`src/rtl/alu_sequencer.sv`:
```
// alu_sequencer: multi-cycle fetch/operand/execute controller for an external combinational accumulator ALU
// Ports: clk/rst_n (async active-low); start/prog_len/done run control; imem_* instruction fetch handshake;
// dmem_* data memory read/write; alu_* drive and results of the external ALU; acc/pc/flags architectural state.
// Option: define ALU_SEQ_CARRY_CHAIN_EN to feed the c flag into alu_ci during kADD.
module alu_sequencer #(
  parameter int PC_W = 8
) (
  input  logic            clk,
  input  logic            rst_n,
  input  logic            start,
  input  logic [PC_W-1:0] prog_len,
  output logic            done,
  output logic            imem_req,
  output logic [PC_W-1:0] imem_addr,
  input  logic            imem_valid,
  input  logic [8:0]      imem_data,
  output logic [7:0]      dmem_addr,
  output logic            dmem_rd_en,
  input  logic [7:0]      dmem_rdata,
  output logic            dmem_wr_en,
  output logic [7:0]      dmem_wdata,
  output logic [3:0]      alu_op,
  output logic [7:0]      alu_a,
  output logic [7:0]      alu_acc,
  output logic            alu_ci,
  input  logic [7:0]      alu_res,
  input  logic            alu_co,
  input  logic            alu_z,
  input  logic            alu_neg,
  output logic [7:0]      acc,
  output logic [PC_W-1:0] pc,
  output logic [2:0]      flags
);
  localparam logic [3:0] kNOP = 4'd0, kLDI = 4'd1, kADD = 4'd2, kSUB = 4'd3,
                         kAND = 4'd4, kXOR = 4'd5, kSHL = 4'd6, kSHR = 4'd7,
                         kLDR = 4'd8, kMLD = 4'd9, kMST = 4'd10, kSTR = 4'd11,
                         kJMP = 4'd12, kBRZ = 4'd13, kBRN = 4'd14, kCLR = 4'd15;
  typedef enum logic [2:0] {S_IDLE, S_FETCH, S_MEMRD, S_EXEC, S_HALT} state_t;
  state_t          r_state, w_next;
  logic [8:0]      r_ir;
  logic [7:0]      r_acc;
  logic [PC_W-1:0] r_pc, w_pc_next;
  logic [2:0]      r_flags;
  logic [3:0]      w_op;
  logic [4:0]      w_imm;
  logic            w_exec, w_mem_op, w_imm_op, w_store, w_wr_acc, w_taken;
  function automatic logic is_mem(input logic [3:0] op);
    return op == kADD || op == kSUB || op == kAND || op == kXOR || op == kLDR || op == kMLD;
  endfunction
  assign w_op     = r_ir[8:5];
  assign w_imm    = r_ir[4:0];
  assign w_exec   = r_state == S_EXEC;
  assign w_mem_op = is_mem(w_op);
  assign w_imm_op = w_op == kLDI || w_op == kSHL || w_op == kSHR;
  assign w_store  = w_op == kMST || w_op == kSTR;
  assign w_wr_acc = !(w_store || w_op == kJMP || w_op == kBRZ || w_op == kBRN);
  // branches test the registered flags, never the live ALU outputs
  assign w_taken  = (w_op == kBRZ && r_flags[1]) || (w_op == kBRN && r_flags[0]);
  assign w_pc_next = w_op == kJMP ? PC_W'(w_imm)
                   : w_taken     ? r_pc + {{(PC_W-5){w_imm[4]}}, w_imm}
                   :               r_pc + PC_W'(1);
  always_comb begin
    w_next = r_state;
    case (r_state)
      S_IDLE:  w_next = start ? S_FETCH : S_IDLE;
      S_FETCH: w_next = !imem_valid ? S_FETCH : is_mem(imem_data[8:5]) ? S_MEMRD : S_EXEC;
      S_MEMRD: w_next = S_EXEC;
      S_EXEC:  w_next = r_pc == prog_len ? S_HALT : S_FETCH;
      S_HALT:  w_next = start ? S_HALT : S_IDLE;
      default: w_next = S_IDLE;
    endcase
  end
  always_ff @(posedge clk or negedge rst_n) begin
    if (!rst_n) begin
      r_state <= S_IDLE;
      r_ir    <= '0;
      r_acc   <= '0;
      r_pc    <= '0;
      r_flags <= '0;
    end else begin
      r_state <= w_next;
      if (r_state == S_IDLE && start) begin
        r_acc   <= '0;
        r_pc    <= '0;
        r_flags <= '0;
      end
      if (r_state == S_FETCH && imem_valid) r_ir <= imem_data;
      if (w_exec) begin
        r_pc <= w_pc_next;
        if (w_wr_acc) begin
          r_acc   <= alu_res;
          r_flags <= w_op == kCLR ? 3'b000 : {alu_co, alu_z, alu_neg};
        end
      end
    end
  end
  assign done       = r_state == S_HALT;
  assign imem_req   = r_state == S_FETCH;
  assign imem_addr  = r_pc;
  assign dmem_addr  = {3'b000, w_imm};
  assign dmem_rd_en = r_state == S_MEMRD;
  assign dmem_wr_en = w_exec && w_store;
  assign dmem_wdata = r_acc;
  assign alu_op     = w_exec ? w_op : 4'd0;
  assign alu_a      = !w_exec ? 8'd0 : w_imm_op ? {3'b000, w_imm} : w_mem_op ? dmem_rdata : 8'd0;
  assign alu_acc    = w_exec ? r_acc : 8'd0;
`ifdef ALU_SEQ_CARRY_CHAIN_EN
  assign alu_ci     = w_exec && w_op == kADD && r_flags[2];
`else
  assign alu_ci     = 1'b0;
`endif
  assign acc        = r_acc;
  assign pc         = r_pc;
  assign flags      = r_flags;
endmodule

```
`config.mk`:
```
export PLATFORM = sky130hd
export DESIGN_NAME = alu_sequencer
export DESIGN_NICKNAME = d
export VERILOG_FILES = /design/src/rtl/alu_sequencer.sv
export SDC_FILE = /design/constraint.sdc
export NUM_CORES = 1
export LEC_CHECK = 0
export CORE_MARGIN = 3
export CORE_UTILIZATION = 37
export DETAILED_ROUTE_END_ITERATION = 8
export HOLD_SLACK_MARGIN = 0.05
export PLACE_DENSITY = 0.86
export SETUP_SLACK_MARGIN = 0.5
export SLEW_MARGIN = 30
export SYNTH_ARGS = -nofsm -noshare
export SYNTH_HDL_FRONTEND = slang
export SYNTH_SLANG_ARGS = --single-unit
```
`constraint.sdc`:
```
create_clock -name clk -period 3.06 [get_ports clk]
set_clock_uncertainty 0.15 [all_clocks]
set_input_delay 0.459 -clock clk [delete_from_list [all_inputs] [get_ports clk]]
set_output_delay 0.459 -clock clk [all_outputs]
set_load 0.05 [all_outputs]
```
==> results of run 1 <==
-- final timing paths --
path | startpoint | cells past startpoint | slack, ns | to
setup reg to reg | r_ir[6]$_DFFE_PN0P_ | 12 | 0.24 | imem_addr[7]$_DFFE_PN0P_
hold / removal | flags[2]$_DFF_PN0_ | 2 | 0.38 | flags[2]$_DFF_PN0_
setup / recovery | r_ir[6]$_DFFE_PN0P_ | 12 | 0.24 | imem_addr[7]$_DFFE_PN0P_
max in group asynchronous | rst_n | 2 | 2.03 | r_ir[6]$_DFFE_PN0P_
min in group asynchronous | rst_n | 2 | 0.41 | acc[5]$_DFF_PN0_
hold reg to reg | flags[2]$_DFF_PN0_ | 2 | 0.38 | flags[2]$_DFF_PN0_
-- state kept, by name, summed over array words and instances, names as in the netlist --
signal and count:
r_ir 9, acc 8, imem_addr 8, flags 3
r_state 3
-- metal layers --
layer | vias to the layer above | GRT usage
met1 | 993 | 0.229
met3 | 13 | 0.0355
met5 | - | 0
met2 | 83 | 0.325
li1 | 1032 | -
met4 | 0 | 0.0658
-- per-stage QoR --
| stage | utilization | area (um2) | instances | total power (W) |
|---|---|---|---|---|
| after CTS | 0.621 | 3550 | 419 | 0.00417 |
| after global routing | 0.632 | 3610 | 421 | 0.00447 |
| after global placement | 0.585 | 3340 | 403 | 0.00359 |
| after floorplan | - | 2270 | 259 | 0.00281 |
| after detailed placement | 0.585 | 3340 | 403 | 0.00365 |
| final | 0.632 | 3610 | 421 | 0.00425 |
-- worst min-delay path, stage by stage (launching register included) --
cell and delay (ns):
dfrtp_1 0.35, nand3_1 0.08, nand2_1 0.07
-- layout make-up --
class / instances / area [um2]
Fill cell: 437 / 2100
Timing Repair Buffer: 119 / 1310
Clock buffer: 6 / 82.6
Sequential cell: 31 / 781
Multi-Input combinational cell: 188 / 1290
Inverter: 3 / 13.8
Clock inverter: 2 / 35.0
Tap cell: 72 / 90.1
-- repair_timing --
item,CTS,global route
endpoints found under the setup margin,8,9
gates cloned,0,0
pin swaps,6,3
setup buffers,8,2
resized for setup,6,11
-- Yosys cell counts, types with 4 or more instances --
cell,instances,share of area
o21ai_0,6,0.013
nor2_1,17,0.028
and2_1,17,0.047
clkbuf_1,7,0.012
a21oi_1,8,0.018
ha_1,6,0.033
buf_4,26,0.087
nand2_1,36,0.060
a22oi_1,5,0.017
dfrtp_1,31,0.34
nand3_1,18,0.040
o21ai_1,8,0.018
xnor2_1,10,0.039
xor2_1,4,0.016
mux2_2,10,0.050
-- placed cells by master (no fill, tap or decap), types with 8 or more instances in the layout --
cell type / instances
clkdlybuf4s50_1: 81
nand2_1: 36
dfrtp_1: 27
nand3_1: 18
buf_4: 18
and2_1: 17
buf_12: 16
nor2_1: 15
mux2_2: 10
xnor2_1: 9
o21ai_1: 8
-- cells by family (layout without fill, tap and decap cells) --
kind of cell    Yosys count  in the layout
other cells               1              4
compound gates           39             39
buf+inv                  40            130
xor+xnor                 14             14
flops                    31             31
mux                      12             12
simple gates            111            111
fa+ha+maj                 8              8
-- power by group --
group	leakage (nW)	switching, W	internal, W
registers	0.385	0.000239	0.000587
logic	1.13	0.00185	0.00115
clock network	0.0612	0.000158	0.000263
==> metrics.cfg, run 1 <==
[status]
status = complete, no violations

[routing]
avgViaCountPerCell = 5.04
wl_per_cell_um = 15.8
route.met3.wl_um = 375
drc = 0
routed_wl_um = 6640
top_layer = met4
wl_met1_um = 2720
ant_nets = 0
vias = 2121
drtPass1Iterations = 4
met2_length_um = 3400
drt_iter0_drc = 134

[sta]
finalSetupTns_ns = 0
relSlewSlack = 0.502
worst_pin_slew_ns = 0.742
fin_crit_ns = 2.82
period_share = 0.920
slew_viol_final = 0
finalSetupViolCount = 0
rsz0062_at_grt = true
finalHoldViolations = 0
layout_setup_ws_ns = 0.244
max_freq_mhz = 355
holdWs_ns = 0.381

[worst_setup_path]
cp_common_cell = buf_4
worst-path-buf-inv = 2
max_stage_delay_ns = 0.52
required_ns = 3.12
crit_path_end_kind = flop
crit_type = reg2reg
crit_slowest_cell = or4b_1
worst_ep_arrival_time_ns = 2.88
path_max_fanout = 5
critPathTopFamily = compound AO/OA/AOI/OAI gates
startpoint_type = flop
crit_chain = buf_4, nand3b_4, a21oi_4, buf_4, and2_1, ha_1, o21ai_0, o21ai_1, o2111ai_2, a21oi_1, or4b_1, o211ai_2

[synth]
synthFlopType = dfrtp_1
netlist_area_mm2 = 0.00225
yosys.area_share.simple = 0.261
synthAdderAreaFrac = 0.0467
synth_top_family_by_area = simple AND/OR/NAND/NOR gates
syn_inst = 256
synth_edf_count = 0
yosys_register_bits = 31
ys_seq_area_frac = 0.345
muxShareOfSynthArea = 0.0590
yosys_warnings = 0
synth_compound_gate_area_share = 0.116
syn_avg_cell_area_um2 = 8.79
synthXorXnorAreaFrac = 0.0545
synth_cell_type_count = 48
async_reset_ff_frac = 1.00

[global_route]
grt_usage = 0.187
antenna_found_initial = 0
overflow = 0
grt_pass1_vias = 2132
grt_max_degree = 32
grt_pass1_wl_um = 10800

[floorplan]
core_region_area_mm2 = 0.00571
pin_count = 108
start_util = 0.394
fp.dieH_um = 84.0
die_w_um = 84.0
die_area_mm2 = 0.00705
rows = 27

[clock_network]
tritoncts = built
clkLatencyLatePin_ns = 0.28
cts_root_buf = clkbuf_8
htreeDepth = 2
cts_hold_buf = 0
numCtsBuffers = 5
clk_pin_slew_worst_paths_ns = 0.07
numClockSinks = 31
clock_tree.buffer_depth = 2

[placed_design]
dpl.hpwl_um = 4920
io_buffer_count = 103
place.gp.congestion = 0.921
post-place-ws_ns = 0.151

[power]
p_leak_nw = 1.57
peakVddDrop_uv = 587
power_density_mw_per_mm2 = 1180

[finish]
layout-drive-gt1-share = 0.238
layout.nets = 395
area_delta_synth_final_pct = 60.3
n_antenna_cell = 0

[job]
maxCapViolations = 0

[hold_path]
hp-class = reg2reg

No activity file was read; power rests on OpenSTA's default activity.
==> inputs of run 2 (changes only) <==
- PLACE_DENSITY: 0.86 -> 0.75
==> metrics.cfg, run 2 (same netlist as run 1, synthesis figures left out) <==
[floorplan]
pin_count = 108  ; unchanged
die_area_mm2 = 0.00705  ; unchanged
die_w_um = 84.0  ; unchanged
fp.dieH_um = 84.0  ; unchanged
start_util = 0.394  ; unchanged
rows = 27  ; unchanged
core_region_area_mm2 = 0.00571  ; unchanged

[clock_network]
numCtsBuffers = 5  ; unchanged
tritoncts = built  ; unchanged
cts_root_buf = clkbuf_8  ; unchanged
numClockSinks = 31  ; unchanged
clk_pin_slew_worst_paths_ns = 0.07  ; about the same
htreeDepth = 2  ; unchanged
clkLatencyLatePin_ns = 0.29  ; was 0.28 ns
clock_tree.buffer_depth = 2  ; unchanged
cts_hold_buf = 0  ; unchanged

[hold_path]
holdCritStartpoint = flags[2]$_DFF_PN0_  ; unchanged
hold_end = flags[2]$_DFF_PN0_  ; unchanged
hp-class = reg2reg  ; unchanged
holdPathStages = 2  ; unchanged

[worst_setup_path]
rrSetupSlack_ns = 0.25  ; was 0.24 ns
crit_chain = nand3b_4, a21oi_4, or2b_1, ha_2, fa_2, a21o_1, a21o_1, maj3_2, a21oi_2, xor2_1, o21ai_1  ; was buf_4, nand3b_4, a21oi_4, buf_4, and2_1, ha_1, o21ai_0, o21ai_1, o2111ai_2, a21oi_1, or4b_1, o211ai_2
required_ns = 3.09  ; was 3.12 ns
ff2ff_path_depth = 11  ; was 12
crit_start = r_ir[6]$_DFFE_PN0P_  ; unchanged
worst_ep_arrival_time_ns = 2.84  ; was 2.88 ns
cp_common_cell = a21o_1  ; was buf_4
startpoint_type = flop  ; unchanged
path_max_fanout = 4  ; was 5
max_stage_delay_ns = 0.43  ; was 0.52 ns
r2r-start = r_ir[6]$_DFFE_PN0P_  ; unchanged
crit_path_end_kind = flop  ; unchanged
reg2reg_to = imem_addr[6]$_DFFE_PN0P_  ; was imem_addr[7]$_DFFE_PN0P_
crit_type = reg2reg  ; unchanged
crit_slowest_cell = dfrtp_2  ; was or4b_1

[finish]
final_cells = 419  ; was 421
top_register = r_ir  ; unchanged
final_common_cell = clkdlybuf4s50_1  ; unchanged
fin_util = 0.594  ; was 0.632
largest_reg_flops = 9  ; unchanged
layout-drive-gt1-share = 0.222  ; was 0.238
most-common-layout-cells = clkdlybuf4s50_1, nand2_1, buf_4  ; was clkdlybuf4s50_1, nand2_1, dfrtp_1
area_delta_synth_final_pct = 50.8  ; was 60.3%
fill_cells = 508  ; was 437
n_antenna_cell = 0  ; unchanged
layout.nets = 393  ; was 395

[sta]
finalHoldViolations = 0  ; unchanged
worst_pin_slew_ns = 0.741  ; was 0.742 ns
relSlewSlack = 0.506  ; was 0.502
holdWs_ns = 0.350  ; was 0.381 ns
rsz0062_at_grt = true  ; unchanged
finalSetupViolCount = 0  ; unchanged
slew_viol_final = 0  ; unchanged
fin_crit_ns = 2.81  ; was 2.82 ns
period_share = 0.918  ; was 0.920
max_freq_mhz = 356  ; was 355 MHz
finalSetupTns_ns = 0  ; unchanged

[routing]
ant_nets = 0  ; unchanged
avgViaCountPerCell = 4.95  ; was 5.04
drt_iter0_drc = 89  ; was 134
drc = 0  ; unchanged
routed_wl_um = 6300  ; was 6640 um
drtPass1Iterations = 4  ; unchanged
wl_per_cell_um = 15.0  ; was 15.8 um
vias = 2076  ; was 2121

[global_route]
antenna_found_initial = 0  ; unchanged
grt_usage = 0.175  ; was 0.187
grt_max_degree = 32  ; unchanged
overflow = 0  ; unchanged
grt_pass1_vias = 2012  ; was 2132
grt_pass1_wl_um = 10100  ; was 10800 um

[placed_design]
place.gp.congestion = 0.862  ; was 0.921
dpl.hpwl_um = 4810  ; was 4920 um
placedCellCount = 405  ; was 403
io_buffer_count = 103  ; unchanged

[power]
power_w = 0.00399  ; was 0.00425 W
power_density_mw_per_mm2 = 1180  ; about the same
peakVddDrop_uv = 584  ; was 587 uV
p_leak_nw = 1.52  ; was 1.57 nW

[job]
maxCapViolations = 0  ; unchanged

[status]
status = complete, no violations  ; unchanged

run 2: area by class of cell:
class / instances / area, um2 / area share
inverter: 3 / 13.8 / 0.00406
multi-input combinational: 188 / 1270 / 0.375
tap: 72 / 90.1 / 0.0265
clock buffer: 8 / 100 / 0.0295
timing repair buffer: 117 / 1140 / 0.335
sequential: 31 / 781 / 0.230
run 2: routing by layer:
metal | up-vias | global-route usage | routed length, um
met5 | - | 0 | 0
met4 | 0 | 0.0760 | 116
met3 | 11 | 0.0217 | 297
met2 | 71 | 0.276 | 3130
met1 | 973 | 0.241 | 2760
li1 | 1021 | - | -
run 2: metrics by stage:
stage / setup slack, ns / cell area (um2)
2_1_floorplan: 0.208 / 2270
3_3_place_gp: 0.174 / 3210
3_5_place_dp: 0.131 / 3210
4_1_cts: 0.282 / 3350
5_1_grt: 0.146 / 3390
6_report: 0.251 / 3390
run 2: worst max-delay path, delay by kind of cell (launching register included):
family	cells	cell delay, ns
simple gates	2	0.41
compound gates	5	0.71
xor+xnor	1	0.15
fa+ha+maj	3	0.86
flops	1	0.43
run 2: how the worst max path moves through the flow:
stage,to,slack (ns),depth (start not counted)
4_1_cts,imem_addr[7]$_DFFE_PN0P_,0.28,11
2_1_floorplan,imem_addr[6]$_DFFE_PN0P_,0.21,11
3_3_place_gp,imem_addr[6]$_DFFE_PN0P_,0.17,11
3_5_place_dp,imem_addr[6]$_DFFE_PN0P_,0.13,11
5_1_grt,imem_addr[6]$_DFFE_PN0P_,0.15,11
6_report,imem_addr[6]$_DFFE_PN0P_,0.25,11
run 2: power by group:
group / internal, W / switching [W]
sequential: 0.000588 / 0.000234
clock: 0.000205 / 0.000157
combinational: 0.00101 / 0.00179
total: 0.00181 / 0.00219
run 2: timing repair:
item | in CTS | in global routing
setup endpoints to repair | 10 | 7
gates resized for setup | 4 | 7
hold endpoints to repair | 0 | 0
buffers inserted | 5 | 1
pin swaps | 3 | 1
==> inputs of run 3 (changes only) <==
- REMOVE_ABC_BUFFERS: not set -> 1
==> metrics.cfg, run 3 (same netlist as run 1, synthesis figures left out) <==
[status]
status = complete, no violations  ; unchanged

[routing]
routed_wl_um = 6520  ; was 6300 um
wl_per_cell_um = 15.5  ; was 15.0 um
drc = 0  ; unchanged
drt_iter0_drc = 141  ; was 89
avgViaCountPerCell = 5.13  ; was 4.95
vias = 2154  ; was 2076
ant_nets = 0  ; unchanged
drtPass1Iterations = 4  ; unchanged

[finish]
multi_input_comb_area_mm2 = 0.00132  ; was 0.00127 mm2
fill_cells = 460  ; was 508
final_common_cell = clkdlybuf4s50_1  ; unchanged
most-common-layout-cells = clkdlybuf4s50_1, nand2_1, dfrtp_1  ; was clkdlybuf4s50_1, nand2_1, buf_4
layout.nets = 394  ; was 393
largest_reg_flops = 9  ; unchanged
n_antenna_cell = 0  ; unchanged
seq_area_um2 = 777  ; was 781 um2
top_register = r_ir  ; unchanged
fin_util = 0.617  ; was 0.594
layout-drive-gt1-share = 0.236  ; was 0.222
area_delta_synth_final_pct = 56.6  ; was 50.8%

[worst_setup_path]
rrSetupSlack_ns = 0.27  ; was 0.25 ns
worst-path-buf-inv = 1  ; was 0
crit_slowest_cell = dfrtp_1  ; was dfrtp_2
required_ns = 3.09  ; about the same
crit_chain = buf_6, nand3b_4, a21oi_4, or2b_1, ha_4, fa_2, a21o_1, a21o_1, maj3_2, a21oi_2, xor2_1, o21ai_1  ; was nand3b_4, a21oi_4, or2b_1, ha_2, fa_2, a21o_1, a21o_1, maj3_2, a21oi_2, xor2_1, o21ai_1
max_stage_delay_ns = 0.39  ; was 0.43 ns
path_max_fanout = 3  ; was 4
crit_type = reg2reg  ; unchanged
crit_path_end_kind = flop  ; unchanged
cp_common_cell = a21o_1  ; unchanged
startpoint_type = flop  ; unchanged
critPathTopFamily = adder cells  ; unchanged
worst_ep_arrival_time_ns = 2.82  ; was 2.84 ns

[clock_network]
cts_hold_buf = 0  ; unchanged
cts_root_buf = clkbuf_8  ; unchanged
clkLatencyLatePin_ns = 0.29  ; about the same
numCtsBuffers = 5  ; unchanged
htreeDepth = 2  ; unchanged
tritoncts = built  ; unchanged
clk_pin_slew_worst_paths_ns = 0.07  ; about the same
numClockSinks = 31  ; unchanged
clock_tree.buffer_depth = 2  ; unchanged

[floorplan]
core_region_area_mm2 = 0.00571  ; unchanged
die_w_um = 84.0  ; unchanged
start_util = 0.394  ; unchanged
pin_count = 108  ; unchanged
fp.dieH_um = 84.0  ; unchanged
die_area_mm2 = 0.00705  ; unchanged
rows = 27  ; unchanged

[global_route]
overflow = 0  ; unchanged
antenna_found_initial = 0  ; unchanged
grt_usage = 0.184  ; was 0.175
grt_max_degree = 32  ; unchanged
grt_pass1_wl_um = 10600  ; was 10100 um
grt_pass1_vias = 2168  ; was 2012

[power]
p_comb_frac = 0.700  ; was 0.703
power_density_mw_per_mm2 = 1180  ; about the same
swShare = 0.535  ; was 0.548
power.share.clock = 0.102  ; was 0.091
seq_power_share = 0.198  ; was 0.206
p_leak_nw = 1.55  ; was 1.52 nW
peakVddDrop_uv = 722  ; was 584 uV
p_int_w = 0.00193  ; was 0.00181 W
netSwitchingPower_w = 0.00222  ; was 0.00219 W

[placed_design]
place.gp.congestion = 0.871  ; was 0.862
dpl.hpwl_um = 4780  ; was 4810 um
io_buffer_count = 103  ; unchanged

[sta]
holdWs_ns = 0.345  ; was 0.350 ns
slew_viol_final = 0  ; unchanged
fin_crit_ns = 2.79  ; was 2.81 ns
finalHoldViolations = 0  ; unchanged
rsz0062_at_grt = true  ; unchanged
relSlewSlack = 0.485  ; was 0.506
period_share = 0.913  ; was 0.918
finalSetupViolCount = 0  ; unchanged
worst_pin_slew_ns = 0.769  ; was 0.741 ns
max_freq_mhz = 358  ; was 356 MHz

[hold_path]
hp-class = reg2reg  ; unchanged

[job]
maxCapViolations = 0  ; unchanged

==> run 3: cell types whose count changed in the layout (fill, tap and decap cells not counted), sizes merged <==
cell and delta:
bufinv +1, clkbuf -2, clkinv +1, buf +1
==> run 3: worst register-to-register path, cell delays in order, from the launching register on <==
cell	delay [ns]
dfrtp_1	0.39
buf_6	0.12
nand3b_4	0.07
a21oi_4	0.15
or2b_1	0.28
ha_4	0.18
fa_2	0.35
a21o_1	0.17
a21o_1	0.17
maj3_2	0.30
a21oi_2	0.13
xor2_1	0.15
o21ai_1	0.08
==> run 3: metal layers <==
metal	up-vias	share of wire	GRT usage
li1	1022	-	-
met5	-	0	0
met2	90	0.50	0.317
met3	13	0.052	0.0365
met1	1029	0.42	0.226
met4	0	0.025	0.0658
==> run 3: stage by stage <==
step / setup TNS, ns / area [um2] / power [W] / cells / setup WS, ns
final: 0 / 3520 / 0.00416 / 420 / 0.267
after global routing: 0 / 3520 / 0.00438 / 420 / 0.159
after CTS: 0 / 3470 / 0.00411 / 419 / 0.278
after detailed placement: 0 / 3240 / 0.00357 / 405 / 0.0194
after global placement: 0 / 3240 / 0.00354 / 405 / 0.0708
after floorplan: -0.150 / 2010 / 0.00257 / 222 / -0.150
==> run 3: cell type report <==
cell class	instances	share of cell area
clock buffer	6	0.0234
clock inverter	2	0.00994
inverter	3	0.00391
multi-input combinational	188	0.376
sequential	31	0.221
tap	72	0.0256
timing repair buffer	118	0.341
==> run 3: what timing repair did <==
action,CTS,global route
endpoints found under the setup margin,3,12
pin swaps,10,3
gates resized for setup,16,10
buffers inserted,6,1
==> run 3: worst paths after layout <==
kind | startpoint | endpoint | cells past startpoint
setup / recovery | r_ir[6]$_DFFE_PN0P_ | imem_addr[6]$_DFFE_PN0P_ | 12
hold / removal | flags[2]$_DFF_PN0_ | flags[2]$_DFF_PN0_ | 2
setup reg to reg | r_ir[6]$_DFFE_PN0P_ | imem_addr[6]$_DFFE_PN0P_ | 12
hold reg to reg | flags[2]$_DFF_PN0_ | flags[2]$_DFF_PN0_ | 2
max in group asynchronous | rst_n | r_state[1]$_DFF_PN0_ | 2
min in group asynchronous | rst_n | acc[2]$_DFF_PN0_ | 2
==> run 3: power groups by stage <==
stage	sequential, W	clock (W)	combinational (W)
floorplan	0.00154	0	0.00103
CTS	0.000813	0.000432	0.00287
detailed placement	0.000828	0	0.00274
global placement	0.000814	0	0.00272
finish	0.000822	0.000426	0.00291
global route	0.000854	0.000455	0.00307
==> edit 1: new RTL, settings of run 3 <==
Register the output `imem_req`, with the module's reset; this adds one clock of latency there. The other outputs are not delayed to match.
--- a/src/rtl/alu_sequencer.sv
+++ b/src/rtl/alu_sequencer.sv
@@ -95,7 +95,13 @@
     end
   end
   assign done       = r_state == S_HALT;
-  assign imem_req   = r_state == S_FETCH;
+  always_ff @(posedge clk or negedge rst_n) begin
+    if (!rst_n) begin
+      imem_req <= '0;
+    end else begin
+      imem_req <= r_state == S_FETCH;
+    end
+  end
   assign imem_addr  = r_pc;
   assign dmem_addr  = {3'b000, w_imm};
   assign dmem_rd_en = r_state == S_MEMRD;
Function: changed (a bounded check fails within 4 cycles, from zero or initial values and one cycle with rst_n low).
==> edit 1 against run 3 <==
  * Power is 5.9% lower
  * Wire length fell by 1.9%
  * Final area shrank 3.3%
  * Count of clock-buffer cells in the layout shrank 1
  * Sequential cell count increased by 1
  * Area after synthesis is 3.4% higher
  * Worst setup slack improved by 0.28 ns
==> edit 1: results (changes against run 3) <==
Outcome:
- Result of the run: finished clean (unchanged).

Final layout:
- The number of nets in the layout is 396 (was 394).
- The share of layout cells above drive strength 1 is 21.7% (was 23.6%).
- The total inserted antenna cells is 0 (unchanged).

Placed design:
- The cell total after placement is 406 (was 405).
- The pre-CTS setup slack is 0.193 ns (was 0.0194 ns).
- The detailed-placement wirelength estimate is 4.63 mm (was 4.78 mm).
- The routability-driven placement congestion ratio is 0.790 (was 0.871).
- The area of placed instances was 0.00322 mm^2 (was 0.00324 mm^2).

Power:
- The worst IR drop on VDD came to 0.000665 V (was 0.000722 V).
- The static leakage is 0.00154 uW (was 0.00155 uW).

Logic synthesis:
- Top post-synthesis cells by area: sky130_fd_sc_hd__dfrtp_1 (34%), sky130_fd_sc_hd__buf_4 (8.7%), sky130_fd_sc_hd__nand2_1 (5.2%) (was sky130_fd_sc_hd__dfrtp_1 (34%), sky130_fd_sc_hd__buf_4 (8.7%), sky130_fd_sc_hd__nand2_1 (6.0%)).
- Top cells by instance count after synthesis: sky130_fd_sc_hd__dfrtp_1 (32), sky130_fd_sc_hd__nand2_1 (32), sky130_fd_sc_hd__buf_4 (27) (was sky130_fd_sc_hd__nand2_1 (36), sky130_fd_sc_hd__dfrtp_1 (31), sky130_fd_sc_hd__buf_4 (26)).
- The post-synthesis average cell area is 9.02 um^2 (was 8.79 um^2).
- The number of distinct library cells after synthesis came to 49 (was 48).
- The sequential-to-total area share from yosys stat came to 34.4% (was 34.5%).

Worst setup path:
- The slowest cell on the critical path is sky130_fd_sc_hd__dfrtp_2 (was sky130_fd_sc_hd__dfrtp_1).
- The minimum setup slack among reg-to-reg paths is 0.54 ns (was 0.27 ns).
- The worst path arrival time is 2.53 ns (was 2.82 ns).
- The depth of the most critical reg-to-reg path is 11 (was 12).
- The startpoint of the worst register-to-register path is r_ir[5] (was r_ir[6]).

Drt:
- The total routed wirelength is 6.39 mm (was 6.52 mm).
- The detailed route wirelength on metal2 is 3.22 mm (was 3.27 mm).
- The detailed router's first-iteration violation count is 78 (was 141).
- The detailed route wirelength on metal3 is 372 um (was 336 um).
- The first-pass iteration count of the detailed router was 5 (was 4).
- The vias after detailed routing is 2169 (was 2154).
- The routed metal-1 wire length is 2.71 mm (was 2.74 mm).

Worst hold path:
- The destination of the worst hold path is flags[2] (unchanged).

GRT:
- The via count of the first global-routing pass is 2122 (was 2168).
- The maximum number of pins on one net before global-route repair is 33 (was 32).
- The first-pass GRT wire length is 10.4 mm (was 10.6 mm).
- The total routing usage reported by global routing came to 17.8% (was 18.4%).

Timing:
- The worst slew margin relative to its limit is 65.1% (was 48.5%).
edit 1: logic make-up (layout without fill, tap and decap cells):
| group | count (synthesis) | count (layout) | share of synthesized area, % |
|---|---|---|---|
| and+or+nand+nor | 107 | 107 | 25.1 |
| AOI/OAI and AO/OA | 41 | 41 | 12.1 |
| buffers and inverters | 41 | 130 | 11.9 |
| DFF | 32 | 32 | 34.4 |
| xor gates and xnor gates | 14 | 14 | 5.27 |
| muxes | 13 | 13 | 6.08 |
| adders and majority gates | 9 | 9 | 4.95 |
| other | 1 | 4 | 0.161 |
edit 1: repair_timing:
item,in CTS,in global routing
setup endpoints to repair,20,27
pin swaps,1,9
setup buffers,3,8
gates resized for setup,26,50
edit 1: layout make-up:
type                    count  area (um^2)
clock buffers               5         68.8
clock inverters             3         18.8
fillers                   545         2580
inverters                   3         11.3
multi-input cells         188         1330
flip-flops and latches     32          805
well taps                  75         93.8
repair buffers            119         1080
edit 1: tightest hold or removal path, cell delays in order (launching register included):
cell                      delay (ns)
sky130_fd_sc_hd__dfrtp_1        0.35
sky130_fd_sc_hd__nand3_1        0.07
sky130_fd_sc_hd__nand2_1        0.06
edit 1: metal layers:
metal  vias up  track usage [%]
li1       1041                -
met4         0             4.89
met2        80             28.8
met1      1036             23.9
met3        12             3.98
met5         -                0
edit 1: per-stage QoR:
step                hold slack, ns  total power (uW)
floorplan                   0.0134              2560
CTS                          0.363              3820
finish                       0.366              3910
global route                 0.420              4150
global placement             0.345              3410
detailed placement           0.339              3460
edit 1: power by group:
group / internal [uW] / switching, uW
logic: 998 / 1740
registers: 603 / 251
clock network: 158 / 168
edit 1: worst max-delay path by stage:
| stage | slack, ns | endpoint | startpoint | cells past startpoint |
|---|---|---|---|---|
| floorplan | 0.23 | imem_addr[6] | flags[1] | 10 |
| global placement | 0.27 | imem_addr[6] | r_ir[5] | 10 |
| detailed placement | 0.19 | imem_addr[6] | r_ir[5] | 10 |
| CTS | 0.36 | dmem_wr_en | r_state[2] | 4 |
| global route | 0.43 | imem_addr[6] | r_ir[5] | 11 |
| finish | 0.54 | imem_addr[6] | r_ir[5] | 11 |
==> edit 2: new RTL, flow settings as in run 3 <==
Made on the original files. Add a define of `ALU_SEQ_CARRY_CHAIN_EN`.
--- a/src/rtl/alu_sequencer.sv
+++ b/src/rtl/alu_sequencer.sv
@@ -2,6 +2,8 @@
 // Ports: clk/rst_n (async active-low); start/prog_len/done run control; imem_* instruction fetch handshake;
 // dmem_* data memory read/write; alu_* drive and results of the external ALU; acc/pc/flags architectural state.
 // Option: define ALU_SEQ_CARRY_CHAIN_EN to feed the c flag into alu_ci during kADD.
+`define ALU_SEQ_CARRY_CHAIN_EN
+
 module alu_sequencer #(
   parameter int PC_W = 8
 ) (
Formal check against the unedited RTL: not equivalent (a bounded check fails within 10 cycles, from zero or initial values and one cycle with rst_n low).
==> edit 2 against run 3 <==
  * Worst setup slack improved by 0.17 ns
  * Combinational power shrank 2%
  * Sequential share of layout area down 0.097 points
  * Power decreased by 3.1%
  * Area after synthesis decreased by 0.28%
  * Die area down 0.26%
  * Clock power down 15%
  * Wire length increased by 0.12%
  * Sequential cell count stayed put
  * Core utilization is 0.74 points higher
  * Final area grew 0.60%
  * Global-route usage increased by 0.45 points
  * Largest power group unchanged
==> edit 2: results (changes against run 3) <==
Logic synthesis:
- Top post-synthesis cells by area: sky130_fd_sc_hd__dfrtp_1 (35%), sky130_fd_sc_hd__buf_4 (8.0%), sky130_fd_sc_hd__and2_1 (5.6%) (was sky130_fd_sc_hd__dfrtp_1 (34%), sky130_fd_sc_hd__buf_4 (8.7%), sky130_fd_sc_hd__nand2_1 (6.0%)).
- The post-synthesis average cell area was 8.94 um^2 (was 8.79 um^2).
- The number of distinct library cells after synthesis was 51 (was 48).
- The share of synthesized flip-flops with an asynchronous set or reset came to 100% (unchanged).
- Top cells by instance count after synthesis: sky130_fd_sc_hd__dfrtp_1 (31), sky130_fd_sc_hd__nand2_1 (31), sky130_fd_sc_hd__buf_4 (24) (was sky130_fd_sc_hd__nand2_1 (36), sky130_fd_sc_hd__dfrtp_1 (31), sky130_fd_sc_hd__buf_4 (26)).
- The sequential-to-total area share from yosys stat came to 34.6% (was 34.5%).
- The synthesis warning total is 0 (unchanged).

Worst setup path:
- The maximum cell stage delay along the critical path is ~0.4 ns.
- The launch point of the critical path is r_ir[6] (unchanged).
- The depth of the most critical reg-to-reg path is 9 (was 12).
- The largest fanout on the critical path is 4 (was 3).
- The slowest cell on the critical path is sky130_fd_sc_hd__dfrtp_1 (unchanged).
- The minimum setup slack among reg-to-reg paths is 0.44 ns (was 0.27 ns).
- The worst path arrival time is 2.68 ns (was 2.82 ns).
- The worst setup path endpoint is imem_addr[7] (was imem_addr[6]).

Worst hold path:
- The class of the tightest hold or removal check is reg2reg (unchanged).

Clocking:
- The number of levels in the clock H-tree is 2 (unchanged).
- The buffer levels on the longest clock path is 2 (unchanged).
- The source-to-sink clock delay at the later pin of the worst-skew pair is 0.28 ns.
- The number of buffers created by CTS is 5 (unchanged).

Drt:
- The detailed router's first-iteration violation count was 89 (was 141).
- The per-cell via count in the routed design is 5.16 (was 5.13).
- The routed length per placed instance is 15.6 um (was 15.5 um).
- The total routed wirelength is 6.52 mm (about the same).

Placed design:
- The area of placed instances is 0.00328 mm^2 (was 0.00324 mm^2).
- The routability-driven placement congestion ratio was 0.792 (was 0.871).
- The number of port buffers is 104 (was 103).
- The cell total after placement is 401 (was 405).
- The detailed-placement wirelength estimate is 4.99 mm (was 4.78 mm).

GRT:
- The via count of the first global-routing pass is 2190 (was 2168).
- The total routing usage reported by global routing is 18.8% (was 18.4%).
- The first-pass GRT wire length was 10.7 mm (was 10.6 mm).

Outcome:
- Result of the run: finished clean (unchanged).

Timing:
- The slew at the pin closest to its max-slew limit came to 0.535 ns (was 0.769 ns).
- The worst hold-check slack is 0.393 ns (was 0.345 ns).

Final layout:
- The top register by number of flip-flops is r_ir (unchanged).
- The share of layout cells above drive strength 1 is 15.9% (was 23.6%).
- The number of nets in the layout is 392 (was 394).

Power:
- The worst IR drop on VDD is 0.000682 V (was 0.000722 V).
- The static leakage came to 0.00156 uW (was 0.00155 uW).
- The cell-internal power is 1840 uW (was 1930 uW).
==> edit 2: cell count changes after synthesis, sizes merged, moves of 2 or more <==
cell,delta
nor2,-8
nand2,-6
a22o,+5
a22oi,-5
o21ai,-5
clkbuf,-4
and2,+3
inv,+3
a21o,+2
buf,+2
o211ai,+2
==> edit 2: how the worst min path moves through the flow <==
stage,startpoint,end,cells after the start
2_1_floorplan,rst_n,acc[0],0
4_1_cts,flags[2],flags[2],2
3_3_place_gp,flags[2],flags[2],2
3_5_place_dp,flags[2],flags[2],2
5_1_grt,flags[2],flags[2],2
6_report,flags[2],flags[2],2
==> edit 2: kinds of logic after synthesis <==
logic type               count (synthesis)  share of synthesized area, %
AO/OA/AOI/OAI                           42                          13.3
XOR/XNOR                                14                          5.47
adder cells (fa/ha/maj)                  8                          4.68
buffers and inverters                   41                          11.3
flip-flops                              31                          34.6
multiplexers                            13                          6.36
other                                    1                         0.167
AND/OR/NAND/NOR                        101                          24.1
==> edit 2: metal layers <==
layer,part of all wire (%),vias to the layer above,GRT usage (%)
li1,-,1031,-
met1,42,1025,23.5
met2,48,94,31.7
met3,8.3,8,6.12
met4,1.2,0,4.09
met5,0,-,0
==> edit 2: what timing repair did <==
item,in CTS,in global routing
gates resized for setup,26,12
pin swaps,10,8
cloned,0,0
setup buffers,6,3
endpoints found under the setup margin,24,13
==> edit 2: power by group through the flow <==
stage	logic [uW]	clock network (uW)	registers, uW
floorplan	982	0	1540
global placement	2700	0	813
detailed placement	2740	0	817
CTS	2820	371	813
global route	3020	382	854
finish	2860	360	815
==> edit 2: per-stage QoR <==
step                      setup WS [ns]  utilization (%)
final                             0.439             62.5
after global routing              0.318             62.5
after CTS                         0.457             61.1
after detailed placement          0.215             57.7
after global placement            0.348             57.7
after floorplan                   0.255                -
==> edit 2: area by class of cell <==
cell class,instances,area (um^2)
Fill cell,481,2130
Multi-Input combinational cell,181,1320
Timing Repair Buffer,120,1240
Sequential cell,31,778
Clock buffer,8,100
Tap cell,72,90.1
Inverter,6,22.5
==> edit 2: worst max-delay path: cells and delay by family (launching register included) <==
kind	cells	cell delay, ns
flops	1	0.40
simple gates	2	0.41
compound gates	6	1.39
fa+ha+maj	1	0.19
